## config.mk

```make
export PLATFORM = sky130hd
export DESIGN_NAME = copro_frame_sequencer
export DESIGN_NICKNAME = d
export VERILOG_FILES = /design/src/rtl/copro_frame_sequencer.sv
export SDC_FILE = /design/constraint.sdc
export NUM_CORES = 1
export LEC_CHECK = 0
export ABC_AREA = 1
export CAP_MARGIN = 20
export CORE_ASPECT_RATIO = 0.9
export CORE_MARGIN = 1.5
export CORE_UTILIZATION = 40
export DETAILED_ROUTE_END_ITERATION = 16
export DONT_BUFFER_PORTS = 1
export PLACE_DENSITY = 0.57
export SLEW_MARGIN = 15
export SYNTH_ARGS = -nofsm -noshare
export SYNTH_HDL_FRONTEND = slang
export SYNTH_SLANG_ARGS = --single-unit
```

## constraint.sdc

```tcl
create_clock -name clk -period 19.87 [get_ports clk]
set_input_delay 1.987 -clock clk [delete_from_list [all_inputs] [get_ports clk]]
set_output_delay 1.987 -clock clk [all_outputs]
set_load 0.01 [all_outputs]
```

## src/rtl/copro_frame_sequencer.sv

```systemverilog
// Frame sequencer between a UART byte stream and a wide-word coprocessor.
// Optional WAIT watchdog enabled by defining COPRO_SEQ_TIMEOUT_EN.
module copro_frame_sequencer #(
    parameter int unsigned WIDTH_DIN      = 128,
    parameter int unsigned WIDTH_DOUT     = 128,
    parameter int unsigned TIMEOUT_CYCLES = 1024
) (
    input  logic                  clk,
    input  logic                  rst,
    input  logic [7:0]            rx_data,
    input  logic                  rx_valid,
    output logic [7:0]            tx_data,
    output logic                  tx_valid,
    input  logic                  tx_ready,
    output logic [WIDTH_DIN-1:0]  din,
    output logic                  din_valid,
    input  logic [WIDTH_DOUT-1:0] dout,
    input  logic                  dout_valid,
    output logic [5:0]            control,
    output logic                  busy,
    output logic                  overrun
);
    localparam int unsigned NIN  = WIDTH_DIN / 8;
    localparam int unsigned NOUT = WIDTH_DOUT / 8;
    localparam int unsigned NMAX = (NIN > NOUT) ? NIN : NOUT;
    localparam int unsigned CW   = $clog2(NMAX + 1);

    typedef enum logic [2:0] {IDLE, LOAD, ISSUE, WAIT, SEND, ERR} state_t;

    state_t                state;
    logic [CW-1:0]         count;
    logic [WIDTH_DOUT-1:0] shreg;
    logic                  capture;

`ifdef COPRO_SEQ_TIMEOUT_EN
    localparam int unsigned TW = $clog2(TIMEOUT_CYCLES + 1);
    logic [TW-1:0] wcnt;
`endif

    // ISSUE also accepts a result so a zero-latency coprocessor is not missed.
    assign capture = dout_valid && (state == ISSUE || state == WAIT);

    always_ff @(posedge clk or posedge rst) begin
        if (rst) begin
            state     <= IDLE;
            count     <= '0;
            din       <= '0;
            din_valid <= 1'b0;
            control   <= '0;
            tx_data   <= '0;
            tx_valid  <= 1'b0;
            busy      <= 1'b0;
            overrun   <= 1'b0;
            shreg     <= '0;
`ifdef COPRO_SEQ_TIMEOUT_EN
            wcnt      <= '0;
`endif
        end else begin
            if (rx_valid && (state inside {ISSUE, WAIT, SEND, ERR}))
                overrun <= 1'b1;

            if (capture) begin
                shreg    <= dout;
                tx_data  <= dout[WIDTH_DOUT-1 -: 8];
                tx_valid <= 1'b1;
                count    <= '0;
                state    <= SEND;
            end

            case (state)
                IDLE: begin
                    if (rx_valid) begin
                        if (rx_data[7:6] == 2'b10) begin
                            control <= rx_data[5:0];
                            count   <= '0;
                            busy    <= 1'b1;
                            state   <= LOAD;
                        end else begin
                            overrun <= 1'b1;
                        end
                    end
                end
                LOAD: begin
                    if (rx_valid) begin
                        din <= {din[WIDTH_DIN-9:0], rx_data};
                        if (count == CW'(NIN - 1)) begin
                            count     <= '0;
                            din_valid <= 1'b1;
                            state     <= ISSUE;
                        end else begin
                            count <= count + 1'b1;
                        end
                    end
                end
                ISSUE: begin
                    din_valid <= 1'b0;
`ifdef COPRO_SEQ_TIMEOUT_EN
                    wcnt <= '0;
`endif
                    if (!capture)
                        state <= WAIT;
                end
                WAIT: begin
`ifdef COPRO_SEQ_TIMEOUT_EN
                    if (!capture) begin
                        if (wcnt == TW'(TIMEOUT_CYCLES - 1)) begin
                            tx_data  <= 8'hEE;
                            tx_valid <= 1'b1;
                            state    <= ERR;
                        end else begin
                            wcnt <= wcnt + 1'b1;
                        end
                    end
`endif
                end
                SEND: begin
                    if (tx_valid && tx_ready) begin
                        if (count == CW'(NOUT - 1)) begin
                            tx_valid <= 1'b0;
                            busy     <= 1'b0;
                            count    <= '0;
                            state    <= IDLE;
                        end else begin
                            shreg   <= {shreg[WIDTH_DOUT-9:0], 8'h00};
                            tx_data <= shreg[WIDTH_DOUT-9 -: 8];
                            count   <= count + 1'b1;
                        end
                    end
                end
                ERR: begin
                    if (tx_valid && tx_ready) begin
                        tx_valid <= 1'b0;
                        busy     <= 1'b0;
                        state    <= IDLE;
                    end
                end
                default: state <= IDLE;
            endcase
        end
    end
endmodule

```

======== Yosys cells after proc, flatten, opt, wreduce, memory -nomap -nowiden ========
Cells that the tools add are included.
Widths: inputs -> output; s select.
storage, ports and cells
  output and inout bits ................... 146
  input bits .............................. 141
  register bits after elaboration ......... 282
cells by class
  add/subtract/negate cells ............... 1
  reductions and logical operators ........ 12
  muxes and demuxes ....................... 43
  equality and inequality tests ........... 14
operators by type and width
  kind                 count
  $mux 128             4
  $mux 8               4
  $mux 5               6
  $mux 3               9
  $pmux 3 s6           1
  $mux 1               15
  $pmux 5 s3           1
  $ne 2x2->1 const B   4
  $eq 3x2->1 const B   2
  $eq 3x3->1 const B   2
  $ne 2x1->1 const B   3
  $reduce_and 3->1     2
  $reduce_and 6->1     1
  $add 5x1->5 const B  1
  $eq 5x4->1 const B   1
  $pmux 1 s2           2
  $reduce_bool 4->1    1
  $eq 3x1->1 const B   1
  $logic_and 1x1->1    3
  $logic_not 3->1      1
  $pmux 1 s3           1
  $reduce_bool 3->1    1
  $eq 2x2->1 const B   1
  $reduce_and 2->1     1
  other kinds (2)      2

======== Depth between registers and ports, before layout ========
  depth after elaboration ................. 7
  depth in mapped cells ................... 9

======== Worst setup path after synthesis ========
No wires, ideal clock.
  kind .................................... input-to-reg
  start point ............................. in tx_ready
  end point ............................... reg shreg[67]
  required time ........................... 19.744 ns
  buffers on the path ..................... 2
  data arrival time ....................... 2.712 ns
  path slack .............................. 17.032 ns
  stages .................................. 6
  library setup time ...................... 0.126 ns
  path through ............................ nand2_1 > inv_1 > nand2_2 > buf_2 > buf_2 > o22ai_1
on the way
  word-level cells in the longest chain between the ends .. 3
RTL lines
  item                  RTL line  text
  from (decl)           14        input logic tx_ready,
  $logic_and 1x1->1     117       if (tx_valid && tx_ready) begin
  $mux 128              117
  $mux 128              70        case (state)
  to (signal assigned)  63        shreg <= dout;
  to (signal assigned)  124       shreg <= {shreg[WIDTH_DOUT-9:0], 8'h00};
  to (decl)             32        logic [WIDTH_DOUT-1:0] shreg;
No other way between the ends.
A chain may end at the register's enable or synchronous reset.

======== Worst setup path after layout ========
  start point ............................. in tx_ready
  end point ............................... reg shreg[38]
Same word-level chain as after synthesis.

==> flow_results.xml <==
<?xml version="1.0" encoding="UTF-8"?>
<metrics>
  <group name="detailed_routing">
    <metric name="drt.antenna.violating_nets" unit="">0</metric>
    <metric name="route.vias.total" unit="">8552</metric>
    <metric name="routed_wirelength" unit="µm">28300</metric>
    <metric name="vias_per_cell" unit="">4.78</metric>
    <metric name="detail_route.drc_violations" unit="">0</metric>
    <metric name="drtIter0Drc" unit="">637</metric>
    <metric name="drt-wirelength-per-cell" unit="µm">15.8</metric>
    <metric name="dr_pass1_iterations" unit="">7</metric>
  </group>
  <group name="yosys">
    <metric name="synth_xor_area_share" unit="%">0.0729</metric>
    <metric name="netlist_cell_types" unit="">29</metric>
    <metric name="synth_seq_area_share" unit="%">57.1</metric>
    <metric name="post_syn_instances" unit="">1415</metric>
    <metric name="largest_family_of_logic_cells_by_synthesized_area" unit="">simple AND/OR/NAND/NOR gates</metric>
    <metric name="synthDominantAreaCellType" unit="">sky130_fd_sc_hd__dfrtp_1</metric>
    <metric name="yosys_warnings" unit="">0</metric>
    <metric name="yosysTopAreaCellShare" unit="%">57.1</metric>
    <metric name="synth.mux.area_fraction" unit="%">0</metric>
    <metric name="post_synth_fa_ha_maj_area_fraction" unit="%">0.104</metric>
    <metric name="postSynthAreaPerCell" unit="µm²">8.49</metric>
    <metric name="synth_enable_flop_cells" unit="">0</metric>
    <metric name="post_synth_main_area_contributors" unit="">sky130_fd_sc_hd__dfrtp_1, sky130_fd_sc_hd__nand2_1, sky130_fd_sc_hd__inv_1</metric>
    <metric name="synth_ff_type" unit="">sky130_fd_sc_hd__dfrtp_1</metric>
    <metric name="synth.ff_latch_count" unit="">274</metric>
    <metric name="simple_gate_fraction_of_synth_area" unit="%">19.1</metric>
    <metric name="post_synth_instance_area" unit="µm²">12000</metric>
    <metric name="mappedNetlistNets" unit="">1557</metric>
    <metric name="synth-async-reset-ratio" unit="%">100</metric>
    <metric name="synth-compound-area-share" unit="%">12.6</metric>
  </group>
  <group name="final_layout">
    <metric name="postLayoutCellArea" unit="µm²">13000</metric>
    <metric name="drive_gt1_share" unit="%">4.74</metric>
    <metric name="layout_filler_cell_count" unit="">2901</metric>
    <metric name="final-instance-count-excl-fill" unit="">1790</metric>
    <metric name="num-nets-final" unit="">1513</metric>
    <metric name="layout-area-overhead-vs-synth" unit="%">8.07</metric>
    <metric name="finalCoreUtilization" unit="%">44.4</metric>
    <metric name="area_occupied_by_registers" unit="µm²">6860</metric>
    <metric name="multi_input_comb_area" unit="µm²">3860</metric>
  </group>
  <group name="worst_setup_path">
    <metric name="critical_path.max_stage_delay" unit="ns">0.90</metric>
    <metric name="crit_path_cell_trace" unit="">nand2_1, inv_1, nand2_8, buf_4, nand2_1, o22ai_1</metric>
    <metric name="critical_path_arrival" unit="ns">4.08</metric>
    <metric name="critPathSlowestCell" unit="">sky130_fd_sc_hd__buf_4</metric>
    <metric name="worstPathRequired" unit="ns">20.32</metric>
    <metric name="timing.critical_path.fanout_max" unit="">134</metric>
    <metric name="start_kind" unit="">primary input</metric>
    <metric name="setup_cp_type" unit="">primary input to flop</metric>
    <metric name="worst_setup_path_end_kind" unit="">flop</metric>
    <metric name="crit_top_cell" unit="">sky130_fd_sc_hd__nand2_1</metric>
  </group>
  <group name="power_and_ir_drop">
    <metric name="pwr_density_cell" unit="nW/µm²">144</metric>
    <metric name="post-layout-total-power" unit="mW">1.87</metric>
    <metric name="ir_worst_vdd" unit="mV">0.0792</metric>
    <metric name="p_leak" unit="nW">7.02</metric>
  </group>
  <group name="timing">
    <metric name="fin_worst_hold_slack" unit="ns">0.471</metric>
    <metric name="max_clock_freq" unit="MHz">276</metric>
    <metric name="timing_worst_slew_pin_value" unit="ns">1.04</metric>
    <metric name="timing.final.max_slew_violations" unit="">0</metric>
    <metric name="setup_viol_count_final" unit="">0</metric>
    <metric name="setup_repair_after_global_routing_missed_its_margin" unit="">false</metric>
    <metric name="totalNegativeSetupSlack" unit="ns">0</metric>
    <metric name="clock-skew-final" unit="ns">0.00714</metric>
    <metric name="maxSlewHeadroom" unit="%">30.9</metric>
    <metric name="finalWorstPathRequiredPeriod" unit="ns">3.62</metric>
    <metric name="min_period_over_period" unit="%">18.2</metric>
    <metric name="post_route_worst_setup_slack" unit="ns">16.25</metric>
    <metric name="hold_violations" unit="">0</metric>
  </group>
  <group name="cts">
    <metric name="h_tree_levels" unit="">1</metric>
    <metric name="clk_root_buffer_cell" unit="">sky130_fd_sc_hd__clkbuf_16</metric>
    <metric name="max-clock-path-buffers" unit="">3</metric>
    <metric name="ctsResizeCount" unit="">0</metric>
    <metric name="clock_sinks" unit="">274</metric>
    <metric name="clock_latency_reported_for_the_late_side_of_the_worst_skew_pair" unit="ns">0.54</metric>
    <metric name="post_cts_buffers" unit="">0</metric>
    <metric name="tritoncts.num_buffers" unit="">31</metric>
    <metric name="holdBufCountCts" unit="">0</metric>
    <metric name="clkSlewWorstSetupHoldPaths" unit="ns">0.06</metric>
    <metric name="tritoncts" unit="">yes</metric>
  </group>
  <group name="run_status">
    <metric name="outcome" unit="">finished, final reports clean</metric>
  </group>
  <group name="worst_hold_path">
    <metric name="timing.hold.worst.class" unit="">flop to flop</metric>
  </group>
  <group name="place">
    <metric name="routabilityCongestion" unit="">0.811</metric>
    <metric name="number_of_buffers_added_on_ports" unit="">0</metric>
    <metric name="dpl-instance-area" unit="µm²">12000</metric>
    <metric name="dp.final_hpwl" unit="µm">18700</metric>
    <metric name="dp.cells" unit="">1734</metric>
    <metric name="post_place_worst_slack" unit="ns">15.73</metric>
  </group>
  <group name="floorplanning">
    <metric name="boundaryPins" unit="">287</metric>
    <metric name="die_y" unit="µm">167</metric>
    <metric name="initial_core_util" unit="%">41.1</metric>
    <metric name="die_footprint" unit="µm²">31100</metric>
    <metric name="design.core.area" unit="µm²">29200</metric>
    <metric name="die_width" unit="µm">186</metric>
    <metric name="num_rows" unit="">59</metric>
  </group>
  <group name="global_route">
    <metric name="grt_pass1_vias" unit="">8033</metric>
    <metric name="initial_antenna_violation_count" unit="">3</metric>
    <metric name="grt_util_all_layers" unit="%">18.1</metric>
    <metric name="global_route.overflow_total" unit="">0</metric>
    <metric name="grt_start_max_net_pins" unit="">172</metric>
    <metric name="grt_first_pass_wirelength" unit="µm">44700</metric>
  </group>
  <group name="job">
    <metric name="drv.max_cap_violation_count" unit="">0</metric>
  </group>
</metrics>
registers in the layout (all words and copies together), names as in the netlist:
register	flops
din_valid	1
tx_data	8
control	6
count	5
overrun	1
state	3
shreg	120
busy	1
tx_valid	1
din	128
final timing paths:
path	start	to	cells past startpoint	slack, ns
min in group asynchronous	rst	din[103]$_DFFE_PP0P_	1	1.51
worst max register to register	state[2]$_DFF_PP0_	shreg[42]$_DFF_PP0_	8	16.89
worst min register to register	shreg[0]$_DFF_PP0_	shreg[8]$_DFF_PP0_	2	0.47
worst min-delay path	shreg[0]$_DFF_PP0_	shreg[8]$_DFF_PP0_	2	0.47
max in group asynchronous	rst	shreg[12]$_DFF_PP0_	2	16.84
worst max-delay path	tx_ready	shreg[38]$_DFF_PP0_	6	16.25
synth_stat cells (14+ instances only):
cell and number:
sky130_fd_sc_hd__o21ai_1 18, sky130_fd_sc_hd__dfrtp_1 274, sky130_fd_sc_hd__buf_4 15, sky130_fd_sc_hd__o21ai_0 122, sky130_fd_sc_hd__buf_6 23, sky130_fd_sc_hd__inv_1 199, sky130_fd_sc_hd__nor2_1 136, sky130_fd_sc_hd__o22ai_1 109
sky130_fd_sc_hd__clkbuf_1 14, sky130_fd_sc_hd__buf_2 27, sky130_fd_sc_hd__nand2_1 425, sky130_fd_sc_hd__nand3_1 16
routing by layer:
metal,routed length [µm],share of wire [%],track usage (%)
met5,17,0.060,0
met4,629,2.2,4.52
met3,2060,7.3,5.00
met2,12800,45,27.7
met1,12800,45,25.3
report_power, final:
group	internal (mW)	switching (mW)
clock	0.319	0.220
sequential	0.766	0.206
combinational	0.134	0.222
total	1.22	0.647
cell usage in the layout (no fill, tap or decap), types with 3 or more instances in the layout:
| cell type | count |
|---|---|
| sky130_fd_sc_hd__o22ai_2 | 3 |
| sky130_fd_sc_hd__clkbuf_1 | 8 |
| sky130_fd_sc_hd__o21ai_0 | 122 |
| sky130_fd_sc_hd__o211ai_1 | 8 |
| sky130_fd_sc_hd__buf_4 | 6 |
| sky130_fd_sc_hd__nand3_1 | 16 |
| sky130_fd_sc_hd__o21ai_1 | 18 |
| sky130_fd_sc_hd__o22ai_1 | 109 |
| sky130_fd_sc_hd__clkbuf_16 | 31 |
| sky130_fd_sc_hd__nand2_1 | 425 |
| sky130_fd_sc_hd__clkbuf_8 | 6 |
| sky130_fd_sc_hd__a21oi_1 | 4 |
| sky130_fd_sc_hd__clkinv_2 | 8 |
| sky130_fd_sc_hd__inv_1 | 198 |
| sky130_fd_sc_hd__dfrtp_1 | 274 |
| sky130_fd_sc_hd__nor2_1 | 136 |
critical path, delay by kind of cell:
| family | cells | cell delay [ns] |
|---|---|---|
| AND/OR/NAND/NOR | 3 | 0.76 |
| buffers and inverters | 2 | 1.03 |
| AO/OA/AOI/OAI | 1 | 0.14 |
logic make-up after synthesis:
logic type,count (synthesis)
buf+inv,284
xor+xnor,1
compound gates,266
flops,274
fa+ha+maj,1
simple gates,589
cell type report:
| class | instances | area share, % |
|---|---|---|
| timing repair buffer | 6 | 0.347 |
| sequential | 274 | 52.8 |
| clock inverter | 9 | 0.540 |
| tap | 396 | 3.82 |
| clock buffer | 45 | 6.84 |
| inverter | 201 | 5.87 |
| antenna | 2 | 0.0386 |
| multi-input combinational | 857 | 29.7 |
No activity file was read; power rests on OpenSTA's default activity.
